`src/rtl/multi_32bit.sv`:
```
// Four-stage pipelined 32x32 unsigned multiplier, low 32 product bits.
// Each stage adds the partial products for one byte of B.
module multi_32bit (
  input  logic        clk,
  input  logic        rst,
  input  logic [31:0] A,
  input  logic [31:0] B,
  output logic [31:0] F
);

  logic [31:0] a1, a2, a3;
  logic [23:0] b1;
  logic [15:0] b2;
  logic [7:0]  b3;
  logic [31:0] acc1, acc2, acc3;
  logic [31:0] pp1, pp2, pp3, pp4;

  // Sum of a shifted by each set bit of one B byte, offset by the lane position.
  function automatic logic [31:0] lane_sum(input logic [31:0] a, input logic [7:0] b,
                                           input int unsigned sh);
    logic [31:0] s;
    s = '0;
    for (int unsigned i = 0; i < 8; i++) begin
      if (b[i]) s = s + (a << (i + sh));
    end
    return s;
  endfunction

  always_comb begin
    pp1 = lane_sum(A,  B[7:0],  0);
    pp2 = lane_sum(a1, b1[7:0], 8);
    pp3 = lane_sum(a2, b2[7:0], 16);
    pp4 = lane_sum(a3, b3,      24);
  end

  always_ff @(posedge clk or negedge rst) begin
    if (!rst) begin
      a1   <= '0;
      a2   <= '0;
      a3   <= '0;
      b1   <= '0;
      b2   <= '0;
      b3   <= '0;
      acc1 <= '0;
      acc2 <= '0;
      acc3 <= '0;
      F    <= '0;
    end else begin
      a1   <= A;
      b1   <= B[31:8];
      acc1 <= pp1;
      a2   <= a1;
      b2   <= b1[23:8];
      acc2 <= acc1 + pp2;
      a3   <= a2;
      b3   <= b2[15:8];
      acc3 <= acc2 + pp3;
      F    <= acc3 + pp4;
    end
  end

endmodule

```
`config.mk`:
```
export PLATFORM = sky130hd
export DESIGN_NAME = multi_32bit
export DESIGN_NICKNAME = d
export VERILOG_FILES = /design/src/rtl/multi_32bit.sv
export SDC_FILE = /design/constraint.sdc
export NUM_CORES = 1
export LEC_CHECK = 0
export CAP_MARGIN = 5
export CORE_UTILIZATION = 55
export CTS_BUF_LIST = sky130_fd_sc_hd__clkbuf_8
export DETAILED_ROUTE_END_ITERATION = 8
export GPL_ROUTABILITY_DRIVEN = 0
export MAX_ROUTING_LAYER = met4
export PLACE_DENSITY = 0.75
export SETUP_SLACK_MARGIN = 0.02
export SLEW_MARGIN = 20
export SYNTH_ARGS = -nofsm -noshare
export SYNTH_HDL_FRONTEND = slang
export SYNTH_SLANG_ARGS = --single-unit
```
`constraint.sdc`:
```
create_clock -name clk -period 14.7 [get_ports clk]
set_input_delay 2.94 -clock clk [delete_from_list [all_inputs] [get_ports clk]]
set_output_delay 2.94 -clock clk [all_outputs]
set_load 0.05 [all_outputs]
```
; Word level (Yosys, flattened, before mapping)
; Index checks and enable logic that the tools add are counted.
[word_totals]
output_inout_bits = 32
elab_cells = 73
inputBits = 66
regBits = 224
[classes]
n_mux = 32
n_addsub = 31
[op_table]
columns = op, n
row1 = $mux W32, 32
row2 = $add A32 B32 Y32, 31

; Longest topological paths before layout
[logic_depth]
ltp_word = 16
ltp_mapped = 72
ltp_nobuf = 69

; Worst setup path after synthesis
; Ideal clock, no wire load.
[synth_path]
path_kind = input to register
startpoint = in B[0]
endpoint = reg acc1[30]
path_slack_ps = -82
arrival_ps = 14662
stages = 62
path_buffers = 4
t_required_ps = 14580
path_cell_list = buf_2 -> buf_1 -> clkbuf_1 -> clkbuf_1 -> nand2_1 -> xnor2_1 -> ha_1 -> and3_2 -> or3_1 -> o221ai_2 -> a22oi_1 -> o21a_1 -> o21a_1 -> o31ai_1 -> ha_1 -> and2_1 -> and3_1 -> a221o_1 -> [26 not listed] -> a31oi_1 -> ha_1 -> nand3_1 -> a211oi_1 -> o31a_1 -> o21ai_0 -> nand2_1 -> a21oi_1 -> xnor2_1 -> mux2_2 -> ha_1 -> nand3_1 -> a311oi_1 -> nor4_1 -> o31ai_1 -> xor2_1 -> mux2_2 -> a31o_2
[synth_between]
elab_chain_cells = 15
[synth_lines]
columns = item, line_no
row1 = start: declaration, 7  ; input logic [31:0] B,
row2 = $mux W32 (*), 24  ; if (b[i]) s = s + (a << (i + sh));
row3 = $add A32 B32 Y32, 24
row4 = $mux W32 (*), 24
row5 = $add A32 B32 Y32, 24
row6 = $mux W32 (*), 24
row7 = $add A32 B32 Y32, 24
row8 = $mux W32 (*), 24
row9 = $add A32 B32 Y32, 24
row10 = $mux W32 (*), 24
row11 = $add A32 B32 Y32, 24
row12 = $mux W32 (*), 24
row13 = $add A32 B32 Y32, 24
row14 = $mux W32 (*), 24
row15 = $add A32 B32 Y32, 24
row16 = $mux W32 (*), 24
row17 = net pp1[30], 16  ; logic [31:0] pp1, pp2, pp3, pp4;
row18 = end signal: assignment, 51  ; acc1 <= pp1;
row19 = end: declaration, 15  ; logic [31:0] acc1, acc2, acc3;
; The timed path passes the listed nets; every way through them passes the cells marked *.

; Worst setup path in the final report
[layout_path]
startpoint = in B[0]
endpoint = reg acc1[31]
; The elaborated chain is that of the path after synthesis.

==> flow_summary.rst <==
.. list-table::
   :header-rows: 1

   * - Metric
     - Value
   * - Worst Clk Skew
     - 31.05 ps
   * - Number of DRC markers in iteration 0
     - 1774
   * - Share of the yosys chip area belonging to registers
     - 0.1678
   * - Placed wire-length estimate after detailed placement
     - 74340 um
   * - Setup crit start
     - B[0]
   * - Reg-to-reg critical path startpoint
     - b1[0]
   * - Area of the mapped netlist
     - 33400 um2
   * - Headroom to the max-slew limit
     - 0.2659
   * - Proportion of register bits with asynchronous set or reset after synthesis
     - 1.000
   * - Max frequency
     - about 70 MHz
   * - Slew at the pin closest to its max-slew limit
     - 1101 ps
   * - Required arrival time at the worst endpoint
     - 15180 ps
   * - Inserted Clock Buffers
     - 39
   * - Yosys warning total
     - 0
   * - Area of the die
     - 61720 um2
   * - Die X
     - 248.4 um
   * - Minimum period implied by the final worst setup slack
     - 14220 ps
   * - Number of global-route vias before repair
     - approximately 31k
   * - Hold-fix buffers, CTS
     - 0
   * - Highest cell delay on the worst timing path
     - around 470 ps
   * - Max-cap check violation count
     - 0
   * - Total of buffers placed on input and output ports
     - 97
   * - Cell area power density
     - roughly 220 nW/um2
   * - Crit-path max FO
     - 4
   * - CP endpoint kind
     - flip-flop
   * - Synthesized netlist cell count
     - 4205
   * - Leak
     - 18.82 nW
   * - Total overflow reported by the global router
     - 0
   * - Outcome
     - completed
   * - Core ar.
     - 59460 um2
   * - Number of rows in the core area
     - 89
   * - Flop and latch count out of synthesis
     - 224
   * - Clock slew at the register clock pins of the worst setup and hold paths
     - around 60 ps
   * - Die height
     - 248.4 um
   * - CTS sink cnt
     - 224
   * - Final routed DRC violation total
     - 0
   * - Maximum number of pins on one net before global-route repair
     - 98
   * - Synthesized area per cell
     - roughly 8 um2
   * - Element type at the critical path start
     - input pin
   * - Type of the worst min-delay path
     - flip-flop to flip-flop
   * - Family with the most delay on the worst path
     - compound AO/OA/AOI/OAI gates
   * - Global-route wire length before repair
     - 151800 um
   * - Final-report max-slew violation count
     - 0
   * - Synthesized net count
     - roughly 4.8k
   * - Remaining number of nets flagged by the antenna check after routing
     - 0
   * - Start point of the worst hold path
     - b2[11]
   * - Post-route cell area
     - about 40000 um2
   * - Placed inst area
     - 37820 um2
   * - Maximum VDD drop
     - 0.1515 mV
   * - Via/cell ratio
     - 6.000
   * - Wirelength, routed
     - 94010 um
   * - Via Count
     - 32.65k
   * - Number of flops mapped to enable cells by yosys
     - 0
   * - Drt first pass iters
     - 5
   * - CTS H-tree depth
     - 2
   * - Combined buffer and inverter count along the critical path
     - 8
   * - Cell type of the slowest stage on the worst timing path
     - sky130_fd_sc_hd__clkdlybuf4s50_1
   * - Setup slack of the critical path after layout
     - a little under 500 ps
   * - IO Count
     - 98
   * - Worst R2R Setup Slack
     - 1270 ps
   * - Crit path kind
     - input pin to flip-flop
   * - Clock Tree Root
     - sky130_fd_sc_hd__clkbuf_8
   * - Final setup violation count
     - 0
   * - Area growth from synthesis to layout
     - 17.96%
   * - Max clock buf depth
     - 3
   * - Post-detailed-route wirelength per cell
     - 17.27 um
   * - GRT Resource Usage Total
     - 0.3030
   * - Post-place setup slack
     - -515.7 ps
   * - Flip-flop cell with the highest count after synthesis
     - sky130_fd_sc_hd__dfrtp_1
   * - CTS tree
     - yes
   * - Fraction of layout instances using a drive strength above 1
     - 0.1624
   * - Data arrival time of the critical path
     - 14690 ps
   * - Number of distinct library cell variants in the gate-level netlist after synthesis
     - between 90 and 100
   * - Setup repair after global routing missed its margin
     - true
   * - Antenna violations before repair
     - 2
   * - NumNets Final
     - 5220
   * - Starting Density
     - 0.5617
   * - Final Cycle Share
     - 0.9670
   * - Clock insertion delay at the later pin of the skew report
     - between 600 and 700 ps
   * - Number of hold-slack violations in the final timing report
     - 0
## worst register-to-register path: cells and delay by family, from the launching register on
kind	cells	cell delay, ps
flops	1	570
xor+xnor	6	1240
compound gates	29	6110
fa+ha+maj	9	2820
simple gates	15	2500
## cells by family after synthesis
logic type,share of synthesized area
compound gates,0.2692
simple gates,0.1724
fa+ha+maj,0.1988
buf+inv,0.04256
xor+xnor,0.09688
flops,0.1678
mux,0.05241
## cell usage in the layout (no fill, tap or decap), types with 78 or more instances in the layout
cell	count
sky130_fd_sc_hd__ha_1	469
sky130_fd_sc_hd__buf_4	419
sky130_fd_sc_hd__nand2_1	396
sky130_fd_sc_hd__a21oi_1	366
sky130_fd_sc_hd__nor2_1	269
sky130_fd_sc_hd__inv_1	252
sky130_fd_sc_hd__xnor2_1	229
sky130_fd_sc_hd__o21ai_0	225
sky130_fd_sc_hd__dfrtp_1	223
sky130_fd_sc_hd__a21o_1	176
sky130_fd_sc_hd__mux2_2	123
sky130_fd_sc_hd__xor2_1	121
sky130_fd_sc_hd__clkdlybuf4s50_1	94
sky130_fd_sc_hd__o21a_1	93
sky130_fd_sc_hd__nor3_1	78
## final timing paths
path | end | cells past startpoint
min in group asynchronous | acc1[1] | 1
setup / recovery | acc1[31] | 68
max in group asynchronous | b1[1] | 3
hold reg to reg | b3[3] | 0
hold / removal | b3[3] | 0
setup reg to reg | acc2[31] | 59
## report_power, final
part	switching, mW	internal [mW]
clock network	0.271	0.313
registers	0.113	0.834
logic	3.77	3.34
total	4.15	4.48
## state kept, by name, summed over array words and instances, names as in the netlist, 16 cells and up
name / count
F: 32
a1: 24
a2: 16
acc1: 32
acc2: 32
acc3: 32
b1: 24
b2: 16
## stage by stage
stage	cells	setup TNS (ps)	hold WS (ps)	utilization	total power, mW
floorplan	4205	0	331.2	-	5.704
global placement	5348	-228.2	332.8	0.6360	7.517
detailed placement	5348	-1567	334.7	0.6360	7.680
CTS	5416	0	342.7	0.6492	8.325
global route	5442	-423.8	348.7	0.6625	9.370
finish	5442	0	340.6	0.6625	8.637
## per-layer routing
layer  vias to the layer above  share of wire  global-route usage
met5                         -              0                   -
met2                       805           0.49              0.5281
met1                     15410           0.43              0.3665
met4                         0          0.032              0.1056
li1                      16250              -                   -
met3                       188          0.044             0.02502
## layout make-up
| class | instances | area (um2) |
|---|---|---|
| multi-input combinational | 3612 | 26980 |
| fill | 5002 | 20070 |
| sequential | 224 | 5607 |
| timing repair buffer | 516 | 4111 |
| tap | 773 | 967.2 |
| inverter | 248 | 944.7 |
| clock buffer | 44 | 605.6 |
| clock inverter | 24 | 178.9 |
| antenna | 1 | 2.502 |
## timing repair
action,in CTS,in global routing
gates resized for setup,0,132
setup endpoints to repair,0,10
buffers inserted,0,25
## synth_stat cells, types with 14 or more instances
| cell type | count | share of area |
|---|---|---|
| sky130_fd_sc_hd__xor2_1 | 122 | 0.032 |
| sky130_fd_sc_hd__fa_1 | 28 | 0.017 |
| sky130_fd_sc_hd__a31oi_1 | 45 | 0.0084 |
| sky130_fd_sc_hd__o211ai_1 | 37 | 0.0083 |
| sky130_fd_sc_hd__a21boi_0 | 23 | 0.0052 |
| sky130_fd_sc_hd__nand3_1 | 75 | 0.011 |
| sky130_fd_sc_hd__mux2i_1 | 32 | 0.0096 |
| sky130_fd_sc_hd__and2_1 | 75 | 0.014 |
| sky130_fd_sc_hd__a211oi_1 | 55 | 0.012 |
| sky130_fd_sc_hd__and3_1 | 35 | 0.0066 |
| sky130_fd_sc_hd__nand2_1 | 398 | 0.045 |
| sky130_fd_sc_hd__ha_1 | 485 | 0.18 |
| sky130_fd_sc_hd__o31a_1 | 14 | 0.0037 |
| sky130_fd_sc_hd__nor2b_1 | 59 | 0.011 |
| sky130_fd_sc_hd__o21ai_0 | 245 | 0.037 |
| sky130_fd_sc_hd__xnor2_1 | 232 | 0.061 |
| sky130_fd_sc_hd__o31ai_1 | 43 | 0.0097 |
| sky130_fd_sc_hd__or3_1 | 37 | 0.0069 |
| sky130_fd_sc_hd__mux2_2 | 123 | 0.041 |
| sky130_fd_sc_hd__a21o_1 | 176 | 0.040 |
| sky130_fd_sc_hd__nor3b_1 | 14 | 0.0031 |
| sky130_fd_sc_hd__dfrtp_1 | 224 | 0.17 |
| sky130_fd_sc_hd__nand2b_1 | 50 | 0.0094 |
| sky130_fd_sc_hd__nand4_1 | 22 | 0.0041 |
| sky130_fd_sc_hd__a41oi_1 | 16 | 0.0042 |
| sky130_fd_sc_hd__a21oi_1 | 388 | 0.058 |
| sky130_fd_sc_hd__inv_1 | 243 | 0.027 |
| sky130_fd_sc_hd__o21a_1 | 93 | 0.021 |
| sky130_fd_sc_hd__nor3_1 | 80 | 0.012 |
| sky130_fd_sc_hd__buf_1 | 14 | 0.0016 |
| sky130_fd_sc_hd__nor4_1 | 17 | 0.0032 |
| sky130_fd_sc_hd__o22ai_1 | 16 | 0.0030 |
| sky130_fd_sc_hd__or2_2 | 23 | 0.0043 |
| sky130_fd_sc_hd__clkbuf_1 | 99 | 0.011 |
| sky130_fd_sc_hd__nor2_1 | 277 | 0.031 |
| sky130_fd_sc_hd__o21bai_1 | 52 | 0.012 |
| sky130_fd_sc_hd__a211o_1 | 16 | 0.0042 |
Power figures use the tool's default switching activity.
